File: config.mk
export PLATFORM = sky130hd
export DESIGN_NAME = frequency_divider
export DESIGN_NICKNAME = d
export VERILOG_FILES = /design/src/rtl/frequency_divider.sv
export SDC_FILE = /design/constraint.sdc
export NUM_CORES = 1
export LEC_CHECK = 0
export BUFFER_PORTS_ARGS = -buffer_cell sky130_fd_sc_hd__buf_2
export CORE_AREA = 2 2 39 41
export DETAILED_ROUTE_END_ITERATION = 16
export DIE_AREA = 0 0 41 43
export PLACE_DENSITY = 0.84
export SETUP_SLACK_MARGIN = 0.4
export SLEW_MARGIN = 20
export SYNTH_ARGS = -nofsm -noshare
export SYNTH_HDL_FRONTEND = slang
export SYNTH_SLANG_ARGS = --single-unit
File: constraint.sdc
create_clock -name clk -period 2.2 [get_ports clk]
set_input_delay 0.44 -clock clk [delete_from_list [all_inputs] [get_ports clk]]
set_output_delay 0.44 -clock clk [all_outputs]
set_load 0.005 [all_outputs]
File: src/rtl/frequency_divider.sv
// Programmable 50%-duty clock divider: clk_out = f(clk) / (mc + 1).
// Even ratios use the rising-edge counter only. Odd ratios OR a rising-edge
// and a falling-edge term so that the high phase ends on a half period.
module frequency_divider #(
  parameter int unsigned WIDTH = 4
) (
  input  logic             clk,
  input  logic             reset,
  input  logic [WIDTH-1:0] mc,
  output logic [WIDTH-1:0] pos_count,
  output logic [WIDTH-1:0] neg_count,
  output logic             clk_out
);

  typedef enum logic [1:0] {
    MODE_OFF,   // mc == 0: ratio of 1 is not supported, output parked low
    MODE_EVEN,  // mc odd: even ratio, rising-edge counter alone sets the duty
    MODE_ODD    // mc even and >= 2: odd ratio, both counters contribute
  } mode_e;

  logic [WIDTH-1:0] pos_count_q, pos_count_d;
  logic [WIDTH-1:0] neg_count_q, neg_count_d;
  logic [WIDTH-1:0] half;
  mode_e            mode;
  logic             clk_div;

  // Next counts: >= rather than == so a lowered mc wraps on the next edge
  always_comb begin
    pos_count_d = (pos_count_q >= mc) ? '0 : pos_count_q + 1'b1;
    neg_count_d = (neg_count_q >= mc) ? '0 : neg_count_q + 1'b1;
  end

  // Rising-edge counter with synchronous reset
  always_ff @(posedge clk) begin
    if (reset) pos_count_q <= '0;
    else       pos_count_q <= pos_count_d;
  end

  // Falling-edge counter; reset is sampled on the falling edge as well, so
  // after release it trails the rising-edge counter by half an input period
  always_ff @(negedge clk) begin
    if (reset) neg_count_q <= '0;
    else       neg_count_q <= neg_count_d;
  end

  // Decode division mode from the terminal count
  always_comb begin
    half = mc >> 1;
    mode = MODE_OFF;
    if (mc == '0)    mode = MODE_OFF;
    else if (mc[0])  mode = MODE_EVEN;
    else             mode = MODE_ODD;
  end

  // Divided clock from registered counts. In odd mode the two terms overlap
  // around every transition, so the OR is glitch-free for a static mc.
  always_comb begin
    clk_div = 1'b0;
    unique case (mode)
      MODE_EVEN: clk_div = (pos_count_q <= half);
      MODE_ODD:  clk_div = (pos_count_q < half) || (neg_count_q < half);
      default:   clk_div = 1'b0;
    endcase
  end

  assign clk_out   = reset ? 1'b0 : clk_div;
  assign pos_count = pos_count_q;
  assign neg_count = neg_count_q;

endmodule

==> results_dict.tcl, run 1 <==
set metrics [dict create \
    power_density_nw_per_um2 553.9 \
    yosys.area.top_type "ha_1" \
    met1Wirelength_um 595 \
    peakVddDrop_v 0.0003465 \
    hpwl_mm 1.281 \
    top_layer "met4" \
    row_count 14 \
    status "complete, but fails checks" \
    layout_commonest_cell "buf_4" \
    drtIter0Drc 2 \
    via_count 642 \
    crit_required_ns 1.76 \
    layout.nets 123 \
    crit_family "flip-flops" \
    firstDrtPassIters 4 \
    n_antenna_cell 0 \
    clock_latency_ns 0.32 \
    layout_common_cells "buf_4, ha_1, buf_2" \
    drcViolationCount 0 \
    grt_max_degree 6 \
    ys_ff_latch 8 \
    io_buffer_count 14 \
    io-pin-count 15 \
    synthCells 64 \
    wl_mm 1.723 \
    avgSynthCellArea_um2 9.853 \
    coreArea_um2 1384 \
    grt_use_total 0.2266 \
    synth-edff-count 0 \
    final_layout_size_suffix_gt1_frac 0.5743 \
    maxCapViolCount 0 \
    grt_pass1_vias 656 \
    wl_met2_mm 1.045 \
    slowest_delay_ns 0.35 \
    min_path_type "flip-flop to flip-flop" \
    clk_pin_slew_ns 0.06 \
    vias_per_cell 5.487 \
    violations "setup timing" \
    slew_violations 0 \
    rsz0062_at_grt "yes" \
    gp_congestion 0.7504 \
    placed_area_um2 864.6 \
    synth.area.top_cells "ha_1, dfxtp_1, a311oi_1" \
    syn_area_um2 630.6 \
    wire_per_inst_um 14.73 \
    syn2layout_area_growth_pct 68.25 \
    die_w_um 41 \
    crit_slowest_cell "dfxtp_4" \
    synth_top_area_share 0.2976 \
    cts_made_buffers 3 \
    dieArea_um2 1763 \
    hold_violations 0 \
    htree_levels 1 \
    endpoint_kind "output port" \
    whs_ns 0.4747 \
    synthArstFlopShare 0 \
    cts_tree "yes" \
    worst-setup-path-type "flip-flop to output port" \
    ant_nets 0 \
    start_util 0.4557 \
    leakagePower_nw 0.5060 \
    dr_wl_met3_um 47 \
    die_y_um 43 \
    crit_path_max_fanout 2 \
    worst_ep_arrival_time_ns 2.56 \
    synth-seq-area-share 0.2540 \
    grt_pass1_wl_mm 2.642 \
    fill_cells 104 \
    maxSlewHeadroom 0.8245 \
    start_kind "flip-flop" \
    synth.distinct_cells 23 \
    cts.sinks 8 \
    antenna_found_initial 0 \
    worst_pin_slew_ns 0.2627 \
    fin_ws_ns -0.7996 \
    setup_viol 9 \
    overflow 0 \
    fin_skew_ns 0.002780 \
    crit_chain "ha_4 > nor3_2 > o21ai_1 > a311oi_1 > buf_2" \
    crit_buf_inv 1 \
    synth_flop_cell "dfxtp_1" \
    ys_warn_count 0 \
    fin_area_um2 1061 \
    cts-root-buf "clkbuf_4" \
    synth_nets 85 \
    cts_max_path_buffers 2 \
]
[synth_stat cells (all sizes together) (2+ instances only)]
cell     number
ha           15
dfxtp         8
inv           7
a311oi        5
nand2         4
o21ai         3
xor2          3
a2111oi       2
a211o         2
a21oi         2
nand2b        2
nand3         2
[area by class of cell]
cell class / instances / area, um^2 / share of cell area
clock buffers: 4 / 26.28 / 0.02476
inverters: 6 / 26.28 / 0.02476
flip-flops and latches: 8 / 176.4 / 0.1663
clock inverters: 4 / 15.01 / 0.01415
multi-input cells: 49 / 556.8 / 0.5248
well taps: 16 / 20.02 / 0.01887
repair buffers: 30 / 240.2 / 0.2264
[where the power goes]
group          internal, W  switching (W)
Clock            0.0000795      0.0000722
Sequential        0.000162      0.0000178
Combinational     0.000142       0.000114
Total             0.000383       0.000204
[worst register-to-register path, cell delays in order (launching register included)]
cell       delay (ns)
dfxtp_2          0.38
inv_1            0.07
ha_1             0.28
nand2b_4         0.15
a211o_4          0.36
a2111oi_2        0.30
[flip-flops by register name, summed over array words and instances (netlist names)]
register and count:
pos_count 4, neg_count 4
[per-stage QoR]
stage               instances    util  power (W)  worst slack [ns]  TNS, ns
finish                    117  0.7667  0.0005877           -0.7996   -2.064
global route              117  0.7667  0.0006377           -0.9077   -2.364
CTS                       113  0.7161  0.0005703           -0.7837   -2.106
detailed placement        105  0.6248  0.0003845           -0.4859   -2.259
global placement          105  0.6248  0.0003720           -0.4512   -2.121
floorplan                  64       -  0.0003100           -0.3548   -1.391
[worst paths after layout]
kind                      startpoint                 endpoint  slack (ns)  cells after the start
max          neg_count[2]$_SDFF_NP0_                  clk_out       -0.80                      5
min          pos_count[0]$_SDFF_PP0_  pos_count[0]$_SDFF_PP0_        0.47                      1
max reg2reg  pos_count[0]$_SDFF_PP0_  pos_count[3]$_SDFF_PP0_        0.56                      5
min reg2reg  pos_count[0]$_SDFF_PP0_  pos_count[0]$_SDFF_PP0_        0.47                      1
[cell families after synthesis]
group,share of synthesized area
compound gates,0.2341
fa+ha+maj,0.2976
simple gates,0.1171
flops,0.2540
buf+inv,0.04167
xor+xnor,0.05557
[repair_timing]
action,4_1_cts,5_1_grt
resized for setup,13,10
setup buffers,1,4
pin swaps,4,2
hold buffers,0,0
setup endpoints to repair,9,11
[per-layer routing]
metal,GRT usage,vias up
met4,0.1200,0
met2,0.4281,16
met3,0.06283,7
li1,-,319
met1,0.1883,300
met5,0,-
Power figures use the tool's default switching activity.
==> run 2, diff against run 1 <==
Settings changed: CELL_PAD_IN_SITES_DETAIL_PLACEMENT set to 0, CELL_PAD_IN_SITES_GLOBAL_PLACEMENT set to 1, CORE_AREA 2 2 39 41 to not set, CORE_ASPECT_RATIO set to 1.25, CORE_UTILIZATION set to 38, DIE_AREA 0 0 41 43 to not set, PLACE_DENSITY 0.84 to 0.87.
==> run 2 against run 1 <==
  * Die area is 3.7% higher
  * Register-to-register slack worse by 0.10 ns
  * Wire length is 3.9% lower
  * Critical endpoint unchanged
  * The flow still finishes with violations (setup timing)
  * First-iteration DRC count grew to 4.0 times the previous value
  * Sequential share of layout area is 0.098 points lower
  * Critical path type unchanged
==> results_dict.tcl, run 2 (same netlist as run 1, synthesis figures left out) <==
set metrics [dict create \
    status "complete, but fails checks" \
    violations "setup timing" \
    firstDrtPassIters 4 \
    worst_ep_arrival_time_ns 2.56 \
    worst_pin_slew_ns 0.2784 \
    grt_use_total 0.2190 \
    min_path_type "primary input to flip-flop" \
    peakVddDrop_v 0.0003844 \
    die_y_um 47.55 \
    layout.nets 125 \
    grt_pass1_vias 606 \
    rsz0062_at_grt "yes" \
    dp.cells 108 \
    die_w_um 38.44 \
    final_layout_size_suffix_gt1_frac 0.5340 \
    cts-root-buf "clkbuf_4" \
    start_kind "flip-flop" \
    syn2layout_area_growth_pct 68.06 \
    grt_max_degree 6 \
    power_density_nw_per_um2 563.0 \
    leakagePower_nw 0.5154 \
    crit_path_max_fanout 2 \
    dp_slack_ns -0.5005 \
    wl_mm 1.655 \
    clk_pin_slew_ns 0.07 \
    wire_per_inst_um 13.68 \
    io_buffer_count 14 \
    clock_latency_ns 0.32 \
    worst-setup-path-type "flip-flop to output port" \
    cts_made_buffers 3 \
    row_count 16 \
    start_util 0.4038 \
    gp_congestion 0.6899 \
    drtIter0Drc 8 \
    crit_required_ns 1.76 \
    fin_ws_ns -0.7973 \
    whs_ns 0.4789 \
    maxSlewHeadroom 0.8141 \
    dieArea_um2 1827 \
    htree_levels 1 \
    layout_common_cells "buf_4, ha_1, buf_6" \
    final_util 0.6787 \
    fin_skew_ns 0.009908 \
    hpwl_mm 1.216 \
    antenna_found_initial 0 \
    grt_pass1_wl_mm 2.697 \
    fill_cells 127 \
    hold_violations 0 \
    layout.cells.non_filler 121 \
    via_count 628 \
    drcViolationCount 0 \
    endpoint_kind "output port" \
    maxCapViolCount 0 \
    ant_nets 0 \
    hold_buffers 0 \
    coreArea_um2 1562 \
    n_antenna_cell 0 \
    vias_per_cell 5.190 \
    overflow 0 \
    slew_violations 0 \
    r2r_cells 7 \
    cts.sinks 8 \
    setup_viol 9 \
    io-pin-count 15 \
    total_power_w 0.0005966 \
    hold_depth 3 \
    cts_tree "yes" \
    layout_commonest_cell "buf_4" \
    cts_max_path_buffers 2 \
]
==> run 2: routing by layer <==
metal  vias up  GRT usage  wire length [um]
met5         -          0                 0
met4         0    0.08276                 0
met3         0    0.04186                36
met2        14     0.4000               915
met1       291     0.2514               703
li1        323          -                 -
==> run 2: area by class of cell <==
class / instances / area [um^2] / share of cell area
well taps: 18 / 22.52 / 0.02125
flip-flops and latches: 8 / 175.2 / 0.1653
clock buffers: 4 / 26.28 / 0.02479
multi-input cells: 49 / 529.3 / 0.4994
inverters: 6 / 26.28 / 0.02479
repair buffers: 32 / 265.3 / 0.2503
clock inverters: 4 / 15.01 / 0.01417
==> run 2: what timing repair did <==
item | 4_1_cts | 5_1_grt
endpoints found under the setup margin | 9 | 9
buffers inserted | 5 | 1
pin swaps | 5 | 3
gates resized for setup | 17 | 4
==> run 2: power by group <==
part	total [W]	switching (W)	leakage [nW]	internal [W]
Clock	0.000156	0.0000767	0.0363	0.0000795
Sequential	0.000176	0.0000153	0.0683	0.000161
Combinational	0.000264	0.000112	0.411	0.000152
==> run 2: final timing paths <==
kind                                start                      end  slack (ns)
setup / recovery  neg_count[1]$_SDFF_NP0_                  clk_out       -0.80
hold / removal                      reset  pos_count[3]$_SDFF_PP0_        0.48
setup reg to reg  neg_count[1]$_SDFF_NP0_  neg_count[1]$_SDFF_NP0_        0.46
hold reg to reg   pos_count[0]$_SDFF_PP0_  pos_count[0]$_SDFF_PP0_        0.58
==> run 2: per-stage QoR <==
stage | cell area [um^2] | TNS, ns
after detailed placement | 874.6 | -2.273
final | 1060 | -2.063
after CTS | 1032 | -1.882
after global placement | 874.6 | -2.267
after global routing | 1060 | -2.377
after floorplan | 691.9 | -1.391
==> run 2: worst max-delay path: stages, from the launching register on <==
cell,delay [ns]
dfxtp_4,0.34
ha_4,0.21
o21ai_2,0.11
o21ai_1,0.08
a311oi_1,0.25
buf_2,0.15
==> run 3, diff against run 2 <==
Settings changed: SKIP_CTS_REPAIR_TIMING set to 1.
==> run 3 against run 2 <==
  * The flow still finishes with violations (setup timing)
  * Clock skew increased by 0.0039 ns
  * Core utilization increased by 1.6 points
  * Final cell count increased by 0.83%
==> results_dict.tcl, run 3 (same netlist as run 1, synthesis figures left out) <==
set metrics [dict create \
    drcViolationCount 0 \
    fin_area_um2 1085 \
    violations "setup timing" \
    clk_pin_slew_ns 0.07 \
    coreArea_um2 1562 \
    vias_per_cell 5.385 \
    die_y_um 47.55 \
    crit_path_max_fanout 2 \
    crit_required_ns 1.76 \
    worst_ep_arrival_time_ns 2.55 \
    io_buffer_count 14 \
    placed_area_um2 874.6 \
    hpwl_mm 1.216 \
    dieArea_um2 1827 \
    syn2layout_area_growth_pct 72.02 \
    fin_setup_tns_ns -2.170 \
    htree_levels 1 \
    overflow 0 \
    crit_buf_inv 1 \
    min_path_type "primary input to flip-flop" \
    fin_ws_ns -0.7909 \
    crit_chain "ha_4 > nor3_2 > o21ai_1 > a311oi_1 > buf_2" \
    status "complete, but fails checks" \
    cts_tree "yes" \
    wl_mm 1.855 \
    die_w_um 38.44 \
    crit_family "flip-flops" \
    layout_commonest_cell "buf_4" \
    layout.nets 126 \
    leakagePower_nw 0.5204 \
    hold_path_end "pos_count[3]$_SDFF_PP0_" \
    seqCellArea_um2 175.2 \
    endpoint_kind "output port" \
    cts_made_buffers 3 \
    grt_max_degree 6 \
    gp_congestion 0.6899 \
    maxCapViolCount 0 \
    row_count 16 \
    grt_pass1_wl_mm 2.366 \
    rsz0062_at_grt "yes" \
    hold_violations 0 \
    min_from "reset" \
    slew_violations 0 \
    worstReg2RegEnd "neg_count[0]$_SDFF_NP0_" \
    slowest_delay_ns 0.35 \
    final_layout_size_suffix_gt1_frac 0.5769 \
    worst_pin_slew_ns 0.2787 \
    clock_latency_ns 0.33 \
    power_density_nw_per_um2 564.7 \
    start_kind "flip-flop" \
    grt_use_total 0.1921 \
    via_count 657 \
    multi_input_area_um2 556.8 \
    setup_viol 9 \
    start_util 0.4038 \
    grt_pass1_vias 544 \
    cts.sinks 8 \
    maxSlewHeadroom 0.8138 \
    antenna_found_initial 0 \
    io-pin-count 15 \
    worst-setup-path-type "flip-flop to output port" \
    reg2reg_setup_slack_ns 0.57 \
    r2r_cells 6 \
    drtIter0Drc 6 \
    hold_depth 3 \
    ant_nets 0 \
    fin_skew_ns 0.01377 \
    wire_per_inst_um 15.20 \
    peakVddDrop_v 0.0003110 \
    fill_cells 118 \
    firstDrtPassIters 4 \
    n_antenna_cell 0 \
    cts_max_path_buffers 2 \
    crit_slowest_cell "dfxtp_4" \
    layout_common_cells "buf_4, ha_1, buf_2" \
    timing.rr.start "neg_count[3]$_SDFF_NP0_" \
    cts-root-buf "clkbuf_4" \
]
[run 3: power by group]
part           total (W)  switching [W]  internal, W
clock network   0.000161      0.0000814    0.0000797
registers       0.000176      0.0000155     0.000161
logic           0.000275       0.000121     0.000154
[run 3: how the worst max path moves through the flow]
stage / slack, ns / end / cells past startpoint / from
after global placement: -0.47 / neg_count[0]$_SDFF_NP0_ / 5 / mc[0]
final: -0.79 / clk_out / 5 / neg_count[2]$_SDFF_NP0_
after floorplan: -0.35 / clk_out / 4 / neg_count[1]$_SDFF_NP0_
after detailed placement: -0.50 / neg_count[1]$_SDFF_NP0_ / 5 / mc[0]
after CTS: -0.80 / clk_out / 5 / neg_count[1]$_SDFF_NP0_
after global routing: -0.88 / clk_out / 5 / neg_count[2]$_SDFF_NP0_
[run 3: worst reg2reg max path, cell delays in order (launching register included)]
cell	delay, ns
dfxtp_4	0.34
buf_6	0.11
buf_4	0.12
buf_4	0.13
ha_4	0.24
a211o_4	0.36
a311oi_2	0.23
[run 3: cell type report]
class                   count  area share
clock buffers               4     0.02422
clock inverters             4     0.01384
inverters                   6     0.02422
multi-input cells          49      0.5133
flip-flops and latches      8      0.1615
well taps                  18     0.02076
repair buffers             33      0.2422
[run 3: per-layer routing]
layer	wire [um]	track usage	vias up
li1	-	-	324
met1	708	0.2260	312
met2	1068	0.3356	17
met3	56	0.04186	4
met4	22	0.08276	0
met5	0	0	-
[run 3: stage by stage]
step | std cells | hold WS [ns] | util | setup WS (ns) | power (W)
3_5_place_dp | 108 | 0.5505 | 0.5601 | -0.5005 | 0.0003839
4_1_cts | 115 | 0.4837 | 0.5841 | -0.7962 | 0.0005278
2_1_floorplan | 64 | 0.4446 | - | -0.3548 | 0.0003100
3_3_place_gp | 108 | 0.5476 | 0.5601 | -0.4657 | 0.0003778
5_1_grt | 122 | 0.4876 | 0.6947 | -0.8766 | 0.0006639
6_report | 122 | 0.4837 | 0.6947 | -0.7909 | 0.0006126
